==> src/rtl/cordic_pkg.sv <==
// Shared definitions for the CORDIC iteration core and its gain-compensation stage.
package cordic_pkg;

  localparam int Q_W    = 32;
  localparam int Q_FRAC = 16;

  typedef enum logic [1:0] {
    CIRCULAR   = 2'b00,
    LINEAR     = 2'b01,
    HYPERBOLIC = 2'b10,
    RESERVED   = 2'b11
  } mode_e;

  localparam logic [Q_W-1:0] GAIN_CIRC_Q16  = 32'h0000_9B75;
  localparam logic [Q_W-1:0] GAIN_HYPER_Q16 = 32'h0001_351E;
  localparam logic [Q_W-1:0] GAIN_UNITY_Q16 = 32'h0001_0000;

  typedef struct packed {
    mode_e          mode;
    logic           sat;
    logic [Q_W-1:0] x;
    logic [Q_W-1:0] y;
    logic [Q_W-1:0] z;
  } result_t;

endpackage

==> src/rtl/cordic_gain_comp_if.sv <==
// Result strobe from the CORDIC core in, compensated results out behind valid/ready.
interface cordic_gain_comp_if;
  logic        valid_i;
  logic [1:0]  mode_i;
  logic [31:0] x_i;
  logic [31:0] y_i;
  logic [31:0] z_i;
  logic        ready_i;
  logic        valid_o;
  logic [31:0] x_o;
  logic [31:0] y_o;
  logic [31:0] z_o;
  logic [1:0]  mode_o;
  logic        sat_o;
  logic        overflow_o;

  modport slave (
    input  valid_i, mode_i, x_i, y_i, z_i, ready_i,
    output valid_o, x_o, y_o, z_o, mode_o, sat_o, overflow_o
  );

  modport master (
    output valid_i, mode_i, x_i, y_i, z_i, ready_i,
    input  valid_o, x_o, y_o, z_o, mode_o, sat_o, overflow_o
  );
endinterface

==> src/rtl/cordic_result_fifo.sv <==
// First-word-fall-through FIFO of packed CORDIC results; drops pushes when full.
module cordic_result_fifo
  import cordic_pkg::*;
#(
  parameter int DEPTH = 4,
  localparam int AW = $clog2(DEPTH)
) (
  input  logic    clk_i,
  input  logic    rst_i,
  input  logic    push_i,
  input  result_t data_i,
  input  logic    pop_i,
  output result_t data_o,
  output logic    full_o,
  output logic    empty_o,
  output logic [AW:0] count_o,
  output logic    drop_o
);

  result_t       mem [DEPTH];
  logic [AW-1:0] wr_q, wr_d, rd_q, rd_d;
  logic [AW:0]   count_q, count_d;
  logic          do_push, do_pop;

  assign full_o  = (count_q == (AW+1)'(DEPTH));
  assign empty_o = (count_q == '0);
  assign count_o = count_q;

  // A pop frees the slot in the same edge, so a push while full still lands.
  assign do_pop  = pop_i && !empty_o;
  assign do_push = push_i && (!full_o || do_pop);
  assign drop_o  = push_i && full_o && !do_pop;

  always_comb begin
    wr_d    = wr_q;
    rd_d    = rd_q;
    count_d = count_q;
    if (do_push) wr_d = wr_q + 1'b1;
    if (do_pop)  rd_d = rd_q + 1'b1;
    if (do_push && !do_pop)      count_d = count_q + 1'b1;
    else if (!do_push && do_pop) count_d = count_q - 1'b1;
  end

  always_ff @(posedge clk_i or posedge rst_i) begin
    if (rst_i) begin
      wr_q    <= '0;
      rd_q    <= '0;
      count_q <= '0;
    end else begin
      wr_q    <= wr_d;
      rd_q    <= rd_d;
      count_q <= count_d;
    end
  end

  always_ff @(posedge clk_i) begin
    if (do_push) mem[wr_q] <= data_i;
  end

  assign data_o = empty_o ? '0 : mem[rd_q];

endmodule

==> src/rtl/cordic_gain_comp.sv <==
// Removes the mode-dependent CORDIC gain from x/y (multiply, round, saturate) and buffers results.
module cordic_gain_comp
  import cordic_pkg::*;
#(
  parameter int          DEPTH      = 4,
  parameter logic [31:0] GAIN_CIRC  = GAIN_CIRC_Q16,
  parameter logic [31:0] GAIN_HYPER = GAIN_HYPER_Q16
) (
  input logic clk_i,
  input logic rst_i,
  cordic_gain_comp_if.slave bus
);

  localparam int CW = $clog2(DEPTH) + 1;
  localparam logic signed [63:0] R_MAX = 64'sh0000_0000_7FFF_FFFF;
  localparam logic signed [63:0] R_MIN = 64'shFFFF_FFFF_8000_0000;

  function automatic logic signed [63:0] round_half_up(input logic signed [63:0] p);
    return (p + 64'sh8000) >>> Q_FRAC;
  endfunction

  function automatic logic is_sat(input logic signed [63:0] r);
    return (r > R_MAX) || (r < R_MIN);
  endfunction

  function automatic logic signed [31:0] sat32(input logic signed [63:0] r);
    if (r > R_MAX)      return 32'sh7FFF_FFFF;
    else if (r < R_MIN) return 32'sh8000_0000;
    else                return r[31:0];
  endfunction

  logic               vld_p0, vld_p1, vld_p2;
  logic signed [31:0] x_p0, y_p0, g_p0;
  logic [31:0]        z_p0, z_p1, z_p2;
  mode_e              mode_p0, mode_p1, mode_p2;
  logic signed [63:0] px_p1, py_p1;
  logic signed [63:0] rx, ry;
  logic signed [31:0] x_p2, y_p2;
  logic               sat_p2;
  logic [31:0]        g_sel;

  always_comb begin
    g_sel = GAIN_UNITY_Q16;
    case (bus.mode_i)
      CIRCULAR:   g_sel = GAIN_CIRC;
      HYPERBOLIC: g_sel = GAIN_HYPER;
      default:    g_sel = GAIN_UNITY_Q16;
    endcase
  end

  always_ff @(posedge clk_i or posedge rst_i) begin
    if (rst_i) begin
      vld_p0 <= 1'b0;
      vld_p1 <= 1'b0;
      vld_p2 <= 1'b0;
    end else begin
      vld_p0 <= bus.valid_i;
      vld_p1 <= vld_p0;
      vld_p2 <= vld_p1;
    end
  end

  assign rx = round_half_up(px_p1);
  assign ry = round_half_up(py_p1);

  always_ff @(posedge clk_i) begin
    // p0: capture core result and selected gain
    x_p0    <= bus.x_i;
    y_p0    <= bus.y_i;
    z_p0    <= bus.z_i;
    mode_p0 <= mode_e'(bus.mode_i);
    g_p0    <= g_sel;
    // p1: full-precision products
    px_p1   <= 64'(x_p0) * 64'(g_p0);
    py_p1   <= 64'(y_p0) * 64'(g_p0);
    z_p1    <= z_p0;
    mode_p1 <= mode_p0;
    // p2: round back to Q16.16 and clamp
    x_p2    <= sat32(rx);
    y_p2    <= sat32(ry);
    sat_p2  <= is_sat(rx) || is_sat(ry);
    z_p2    <= z_p1;
    mode_p2 <= mode_p1;
  end

  result_t        wr_data, head;
  logic           fifo_full, fifo_empty, fifo_drop;
  logic [CW-1:0]  fifo_count;
  logic           overflow_q, overflow_d;
  logic           unused_fifo_status;

  assign wr_data = '{mode: mode_p2, sat: sat_p2, x: x_p2, y: y_p2, z: z_p2};

  cordic_result_fifo #(.DEPTH(DEPTH)) u_fifo (
    .clk_i   (clk_i),
    .rst_i   (rst_i),
    .push_i  (vld_p2),
    .data_i  (wr_data),
    .pop_i   (bus.ready_i),
    .data_o  (head),
    .full_o  (fifo_full),
    .empty_o (fifo_empty),
    .count_o (fifo_count),
    .drop_o  (fifo_drop)
  );

  assign unused_fifo_status = ^{fifo_full, fifo_count};
  assign overflow_d = overflow_q || fifo_drop;

  always_ff @(posedge clk_i or posedge rst_i) begin
    if (rst_i) overflow_q <= 1'b0;
    else       overflow_q <= overflow_d;
  end

  assign bus.valid_o    = !fifo_empty;
  assign bus.x_o        = head.x;
  assign bus.y_o        = head.y;
  assign bus.z_o        = head.z;
  assign bus.mode_o     = head.mode;
  assign bus.sat_o      = head.sat;
  assign bus.overflow_o = overflow_q;

endmodule

==> src/flat_wrapper.sv <==
// flat-port wrapper written by rule: the top's interface ports become plain ports
module cordic_gain_comp_flat import cordic_pkg::*;
#(
  parameter int          DEPTH      = 4,
  parameter logic [31:0] GAIN_CIRC  = GAIN_CIRC_Q16,
  parameter logic [31:0] GAIN_HYPER = GAIN_HYPER_Q16
)
  (clk_i, rst_i, bus_valid_i, bus_mode_i, bus_x_i, bus_y_i, bus_z_i, bus_ready_i, bus_valid_o, bus_x_o, bus_y_o, bus_z_o, bus_mode_o, bus_sat_o, bus_overflow_o);
  cordic_gain_comp_if bus_i ();
  input logic clk_i;
  input logic rst_i;
  input wire logic [$bits(bus_i.valid_i)-1:0] bus_valid_i;
  input wire logic [$bits(bus_i.mode_i)-1:0] bus_mode_i;
  input wire logic [$bits(bus_i.x_i)-1:0] bus_x_i;
  input wire logic [$bits(bus_i.y_i)-1:0] bus_y_i;
  input wire logic [$bits(bus_i.z_i)-1:0] bus_z_i;
  input wire logic [$bits(bus_i.ready_i)-1:0] bus_ready_i;
  output wire logic [$bits(bus_i.valid_o)-1:0] bus_valid_o;
  output wire logic [$bits(bus_i.x_o)-1:0] bus_x_o;
  output wire logic [$bits(bus_i.y_o)-1:0] bus_y_o;
  output wire logic [$bits(bus_i.z_o)-1:0] bus_z_o;
  output wire logic [$bits(bus_i.mode_o)-1:0] bus_mode_o;
  output wire logic [$bits(bus_i.sat_o)-1:0] bus_sat_o;
  output wire logic [$bits(bus_i.overflow_o)-1:0] bus_overflow_o;
  assign bus_i.valid_i = bus_valid_i;
  assign bus_i.mode_i = bus_mode_i;
  assign bus_i.x_i = bus_x_i;
  assign bus_i.y_i = bus_y_i;
  assign bus_i.z_i = bus_z_i;
  assign bus_i.ready_i = bus_ready_i;
  assign bus_valid_o = bus_i.valid_o;
  assign bus_x_o = bus_i.x_o;
  assign bus_y_o = bus_i.y_o;
  assign bus_z_o = bus_i.z_o;
  assign bus_mode_o = bus_i.mode_o;
  assign bus_sat_o = bus_i.sat_o;
  assign bus_overflow_o = bus_i.overflow_o;
  cordic_gain_comp #(.DEPTH(DEPTH), .GAIN_CIRC(GAIN_CIRC), .GAIN_HYPER(GAIN_HYPER)) u_core (.clk_i(clk_i), .rst_i(rst_i), .bus(bus_i));
endmodule
==> config.mk <==
export PLATFORM = sky130hd
export DESIGN_NAME = cordic_gain_comp_flat
export DESIGN_NICKNAME = d
export VERILOG_FILES = /design/src/rtl/cordic_pkg.sv /design/src/rtl/cordic_gain_comp_if.sv /design/src/rtl/cordic_result_fifo.sv /design/src/rtl/cordic_gain_comp.sv /design/src/flat_wrapper.sv
export SDC_FILE = /design/constraint.sdc
export NUM_CORES = 2
export LEC_CHECK = 0
export CORE_UTILIZATION = 35
export CTS_BUF_LIST = sky130_fd_sc_hd__clkbuf_4
export CTS_CLUSTER_DIAMETER = 30
export DETAILED_ROUTE_END_ITERATION = 6
export PLACE_DENSITY_LB_ADDON = 0.05
export SETUP_SLACK_MARGIN = 0.5
export SYNTH_ARGS = -nofsm -noshare
export SYNTH_HDL_FRONTEND = slang
export SYNTH_SLANG_ARGS = --single-unit
==> constraint.sdc <==
create_clock -name clk_i -period 14.8 [get_ports clk_i]
set_input_delay 2.96 -clock clk_i [delete_from_list [all_inputs] [get_ports clk_i]]
set_output_delay 2.96 -clock clk_i [all_outputs]
set_load 0.02 [all_outputs]
Word-level counts from Yosys, hierarchy flattened
Memory sizes are Yosys's and may differ from the RTL's.
Cells that the tools add are included.
W data, S select, Z words.
{"block": "classes", "multipliers": 2, "n_mux": 8, "eq_ne": 2, "n_reduce_logical": 18, "order_cmp": 4, "bitwise": 0, "n_shift": 0, "add_sub_neg": 6, "div_mod_pow": 0}
{"cell": "$add A64 B17 Y64 const B", "n": 2}
{"cell": "$mul A32 B18 Y50", "n": 2}
{"cell": "$mux W99", "n": 1}
{"cell": "$gt A48 B32 Y1 const B", "n": 2}
{"cell": "$lt A48 B32 Y1 const B", "n": 2}
{"cell": "$mux W32", "n": 2}
{"cell": "$pmux W17 S2", "n": 1}
{"cell": "$logic_and A1 B1 Y1", "n": 6}
{"cell": "$mux W3", "n": 2}
{"cell": "$logic_or A1 B1 Y1", "n": 5}
{"cell": "$add A2 B1 Y2 const B", "n": 2}
{"cell": "$logic_not A1 Y1", "n": 4}
{"cell": "$add A3 B1 Y3 const B", "n": 1}
{"cell": "$eq A3 B3 Y1 const B", "n": 1}
{"cell": "$logic_not A3 Y1", "n": 1}
{"cell": "$sub A3 B1 Y3 const B", "n": 1}
{"cell": "$eq A2 B2 Y1 const B", "n": 1}
{"cell": "$logic_not A2 Y1", "n": 1}
{"cell": "$mux W1", "n": 2}
{"cell": "$reduce_bool A2 Y1", "n": 1}
{"block": "totals", "reg_bits": 387, "output_inout_bits": 101, "mem_count": 1, "inputBits": 102, "rom_bits": 0, "latchBits": 0, "word_cells": 62, "mem_bits_rw": 396}
{"name": "u_core.u_fifo.mem", "words": 4, "width": 99, "rd": 1, "rd_clocked_by_memory_dff": 0, "wr": 1, "line_no": "cordic_result_fifo.sv:20", "rtl": "result_t mem [DEPTH];"}

Longest topological paths before layout
{"block": "depth", "depth_word": 9, "mapped_depth": 27, "ltp_nobuf": 24}

Modules after synthesis
Synthesis repeated with hierarchy kept, for this count alone.
{"block": "unflattened", "cells_unflattened": 4547, "area_unflattened_um2": 54732.5}
{"module": "cordic_gain_comp", "area_each_um2": 39352.7, "n_inst": 1, "cells_each": 3882, "seq_area_each_um2": 6206.0}
{"module": "cordic_result_fifo", "area_each_um2": 15379.8, "n_inst": 1, "cells_each": 665, "seq_area_each_um2": 12066.6}

Least setup slack after synthesis
Ideal clock, no wire load.
{"block": "synth_path", "kind": "register -> register", "start": "register u_core.g_p0[15]", "end": "register u_core.px_p1[62]", "required_time_ns": 14.728, "synth_period_minus_slack_ns": 6.682, "stages_incl_launch_ff": 25, "t_arrival_ns": 6.610, "setup_slack_ns": 8.118, "n_path_buf": 4, "setup_ns": 0.072, "cell_sequence": "dfxtp_1 -> clkbuf_1 -> clkbuf_1 -> clkbuf_1 -> nand2_1 -> fa_1 -> inv_1 -> fa_1 -> inv_1 -> fa_1 -> inv_1 -> fa_1 -> inv_1 -> fa_1 -> inv_1 -> ha_1 -> clkbuf_1 -> a21o_1 -> a31oi_1 -> nor2_1 -> a21oi_1 -> a31oi_1 -> or4_1 -> a31oi_1 -> xnor2_1"}
{"block": "synth_between", "elab_chain_cells": 1}
{"item": "start, declared", "line_no": "cordic_gain_comp.sv:33", "rtl": "logic signed [31:0] x_p0, y_p0, g_p0;"}
{"item": "start signal, assigned", "line_no": "cordic_gain_comp.sv:72", "rtl": "g_p0 <= g_sel;"}
{"item": "$mul A32 B18 Y50", "line_no": "cordic_gain_comp.sv:74", "rtl": "px_p1 <= 64'(x_p0) * 64'(g_p0);"}
{"item": "end signal, assigned", "line_no": "cordic_gain_comp.sv:74"}
{"item": "end, declared", "line_no": "cordic_gain_comp.sv:36", "rtl": "logic signed [63:0] px_p1, py_p1;"}
Every way passes these cells.
A chain may end at the register's enable or synchronous reset.

Worst setup path after layout
{"block": "layout_path", "start": "register u_core.g_p0[15]", "end": "register u_core.py_p1[48]"}
{"block": "layout_between", "elab_chain_cells": 1}
{"item": "$mul A32 B18 Y50", "line_no": "cordic_gain_comp.sv:75", "rtl": "py_p1 <= 64'(y_p0) * 64'(g_p0);"}
{"item": "end signal, assigned", "line_no": "cordic_gain_comp.sv:75"}
{"item": "end, declared", "line_no": "cordic_gain_comp.sv:36"}
Every way passes these cells.

==> qor.yml <==
status: "finished clean"
cp_common_cell: "fa_1"
final-setup-viol-count: 0
fin_worst_skew_ns: 0.08569
yosys.cell_count.top_type: "inv_1"
rsz0062_at_grt: "no"
drt_iter0_drc: 1497
tritoncts: "yes"
area_growth_pct: 13.09
max_freq_ghz: 0.1259
cpPeakStageDelay_ns: 0.69
syn-mean-instance-area_um2: 12.06
critPathBufInv: 3
io_buffers: 202
drc: 0
end_kind: "flip-flop"
slew_headroom: 0.2256
p_per_area_nw_per_um2: 241.1
fin_nets: 6219
synthesis.nets: 5895
critPathRequiredTime_ns: 15.78
die-area_um2: 157800
start_util: 0.3536
worst_path_dominant_cell_family: "adder cells"
grt_pass1_wl_mm: 217.1
synth-seq-area-share: 0.3343
hold_viol: 0
yosysWarnings: 0
die_h_um: 397.2
cts_setup_buffers: 0
synthCells: 4533
crit_chain: "buf_4 > and2_1 > inv_1 > fa_1 > fa_1 > fa_1 > fa_1 > inv_1 > fa_1 > fa_1 > ha_1 > or2_2 > a21oi_1 > or3_1 > o21ai_1 > o31ai_1 > a21oi_1 > o41ai_2 > o21bai_1 > xor2_1"
cts-resized-gates: 0
grt_usage: 0.1828
drv_slew: 0
antenna_found_initial: 9
synth.distinct_cells: 67
ir_worst_vdd_uv: 200.5
post_drt_via_cell_ratio: 4.462
maxCapViolations: 0
cts_buffer_depth: 3
netlist.area_leader.share: 0.3135
hpwl_mm: 111.0
synth_top_flop_cell: "edfxtp_1"
pin_count: 203
netlist_area_um2: 54670
period_share: 0.5368
clock_latency_ns: 1.17
cp_max_fo: 59
wire_per_inst_um: 19.51
slowest_stage: "buf_4"
cp-start-kind: "flip-flop"
layout-drive-gt1-share: 0.09871
rows: 144
grt-ovfl-total: 0
cts_hold_buf: 0
vias: 31639
synth_edf_count: 396
drtPass1Iterations: 6
crit_type: "flip-flop to flip-flop"
clk_pin_slew_ns: 0.06
fillerInstances: 15180
p_leak_nw: 28.38
setup_tns_ns: 0
synth_top_area_cell: "fa_1"
htreeDepth: 4
cts.sinks: 712
hold_path_class: "flip-flop to flip-flop"
worstMarginPinSlew_ns: 1.162
die_w_um: 397.2
critPathArrivalTime_ns: 8.92
synth.top_cells.by_count: "inv_1, fa_1, ha_1"
synth_area_leaders: "fa_1, edfxtp_1, dfxtp_1"
grt_max_degree: 66
grt_pass1_vias: 35812
async_flop_share: 0.01545
coreArea_um2: 154600
total_power_mw: 14.90
cts-root-buf: "clkbuf_4"
ys_ff_latch: 712
gp_congestion: 0.8503
cts-buffers-inserted: 209
ant_nets: 0
wl_mm: 138.3
min_period_ns: 7.945
## worst reg2reg max path: stages (launching register included)
cell	delay, ns
dfxtp_4	0.65
buf_4	0.70
and2_1	0.42
inv_1	0.12
fa_1	0.54
fa_1	0.59
fa_1	0.45
fa_1	0.54
inv_1	0.05
fa_1	0.49
fa_1	0.42
ha_1	0.29
or2_2	0.31
a21oi_1	0.29
or3_1	0.17
o21ai_1	0.15
o31ai_1	0.64
a21oi_1	0.26
o41ai_2	0.44
o21bai_1	0.13
xor2_1	0.16
## report_power, final
group	switching [mW]	internal, mW
Sequential	0.349	2.84
Combinational	5.66	4.18
Clock	0.880	1.00
Total	6.89	8.01
## flip-flops by register name (all words and copies together) (netlist names), 32 cells and up
signal / count
u_core.z_p2: 32
u_core.y_p0: 32
u_core.y_p2: 32
u_core.x_p2: 32
u_core.px_p1: 35
u_core.x_p0: 32
u_core.py_p1: 35
u_core.z_p1: 32
u_core.z_p0: 32
u_core.u_fifo.mem: 396
## path summary, 6_finish.rpt
kind / end / slack [ns] / startpoint / depth (start not counted)
max reg2reg: u_core.py_p1[48]$_DFF_P_ / 6.86 / u_core.g_p0[15]$_DFF_P_ / 20
min: u_core.z_p2[18]$_DFF_P_ / 0.31 / u_core.z_p1[18]$_DFF_P_ / 0
max: u_core.py_p1[48]$_DFF_P_ / 6.86 / u_core.g_p0[15]$_DFF_P_ / 20
min in group asynchronous: u_core.u_fifo.count_o[0]$_DFFE_PP0P_ / 2.11 / rst_i / 2
min reg2reg: u_core.z_p2[18]$_DFF_P_ / 0.31 / u_core.z_p1[18]$_DFF_P_ / 0
max in group asynchronous: u_core.u_fifo.rd_q[0]$_DFFE_PP0P_ / 12.34 / rst_i / 2
## routing by layer
metal / up-vias / share of wire / global-route usage
met5: - / 0.00030 / 0
li1: 14988 / - / -
met2: 647 / 0.42 / 0.2691
met3: 147 / 0.044 / 0.03408
met1: 15851 / 0.51 / 0.2741
met4: 6 / 0.019 / 0.04931
## logic make-up after synthesis
group | Yosys count | share of synthesized area
compound gates | 327 | 0.03804
xor+xnor | 192 | 0.03076
fa+ha+maj | 1260 | 0.4059
buf+inv | 1244 | 0.08544
flops | 712 | 0.3343
mux | 101 | 0.04118
simple gates | 697 | 0.06438
## stage by stage
stage | util | worst slack [ns] | hold WS, ns | area, µm² | cells
final | 0.3999 | 6.855 | 0.3142 | 61820 | 7090
after global routing | 0.3999 | 6.433 | 0.3209 | 61820 | 7089
after CTS | 0.3997 | 6.720 | 0.3142 | 61790 | 7079
after detailed placement | 0.3817 | 6.795 | 0.3121 | 59010 | 6690
after global placement | 0.3817 | 6.875 | 0.3103 | 59010 | 6690
after floorplan | - | 8.118 | 0.3096 | 54670 | 4533
## layout make-up
class | count | area (µm²) | area share
multi-input combinational | 2577 | 31750 | 0.5136
sequential | 712 | 18290 | 0.2958
inverter | 1140 | 4279 | 0.06922
tap | 2044 | 2557 | 0.04137
clock buffer | 307 | 2305 | 0.03728
timing repair buffer | 217 | 2135 | 0.03453
clock inverter | 82 | 478.0 | 0.007732
antenna | 11 | 27.53 | 0.0004453
## placed cells by master (no fill, tap or decap), types with 4 or more instances in the layout
master / Yosys / routed
mux4_2: 99 / 99
and2_4: 0 / 4
diode_2: 0 / 11
or2_2: 4 / 4
o21ai_0: 104 / 103
clkinv_1: 0 / 42
nor2_1: 59 / 58
dfrtp_1: 11 / 9
dfxtp_1: 305 / 301
nor2b_1: 11 / 11
a2111oi_0: 5 / 5
edfxtp_1: 396 / 396
a211oi_1: 6 / 6
o21ai_1: 3 / 4
o21a_1: 15 / 15
o21bai_1: 42 / 42
a21oi_1: 77 / 76
a31oi_1: 7 / 7
a21o_1: 35 / 35
xor2_1: 73 / 73
and3_1: 25 / 25
ha_1: 404 / 404
nor3_1: 12 / 12
clkdlybuf4s50_1: 0 / 202
nand4_1: 26 / 26
nand2b_1: 9 / 9
and2_1: 214 / 210
o211ai_1: 4 / 4
clkinv_4: 0 / 4
buf_4: 0 / 15
clkbuf_4: 0 / 307
nand3_1: 40 / 40
fa_1: 856 / 856
inv_1: 1140 / 1140
nand2_1: 269 / 269
xnor2_1: 119 / 119
nor4_1: 7 / 7
clkinv_2: 0 / 26
Power figures use the tool's default switching activity.
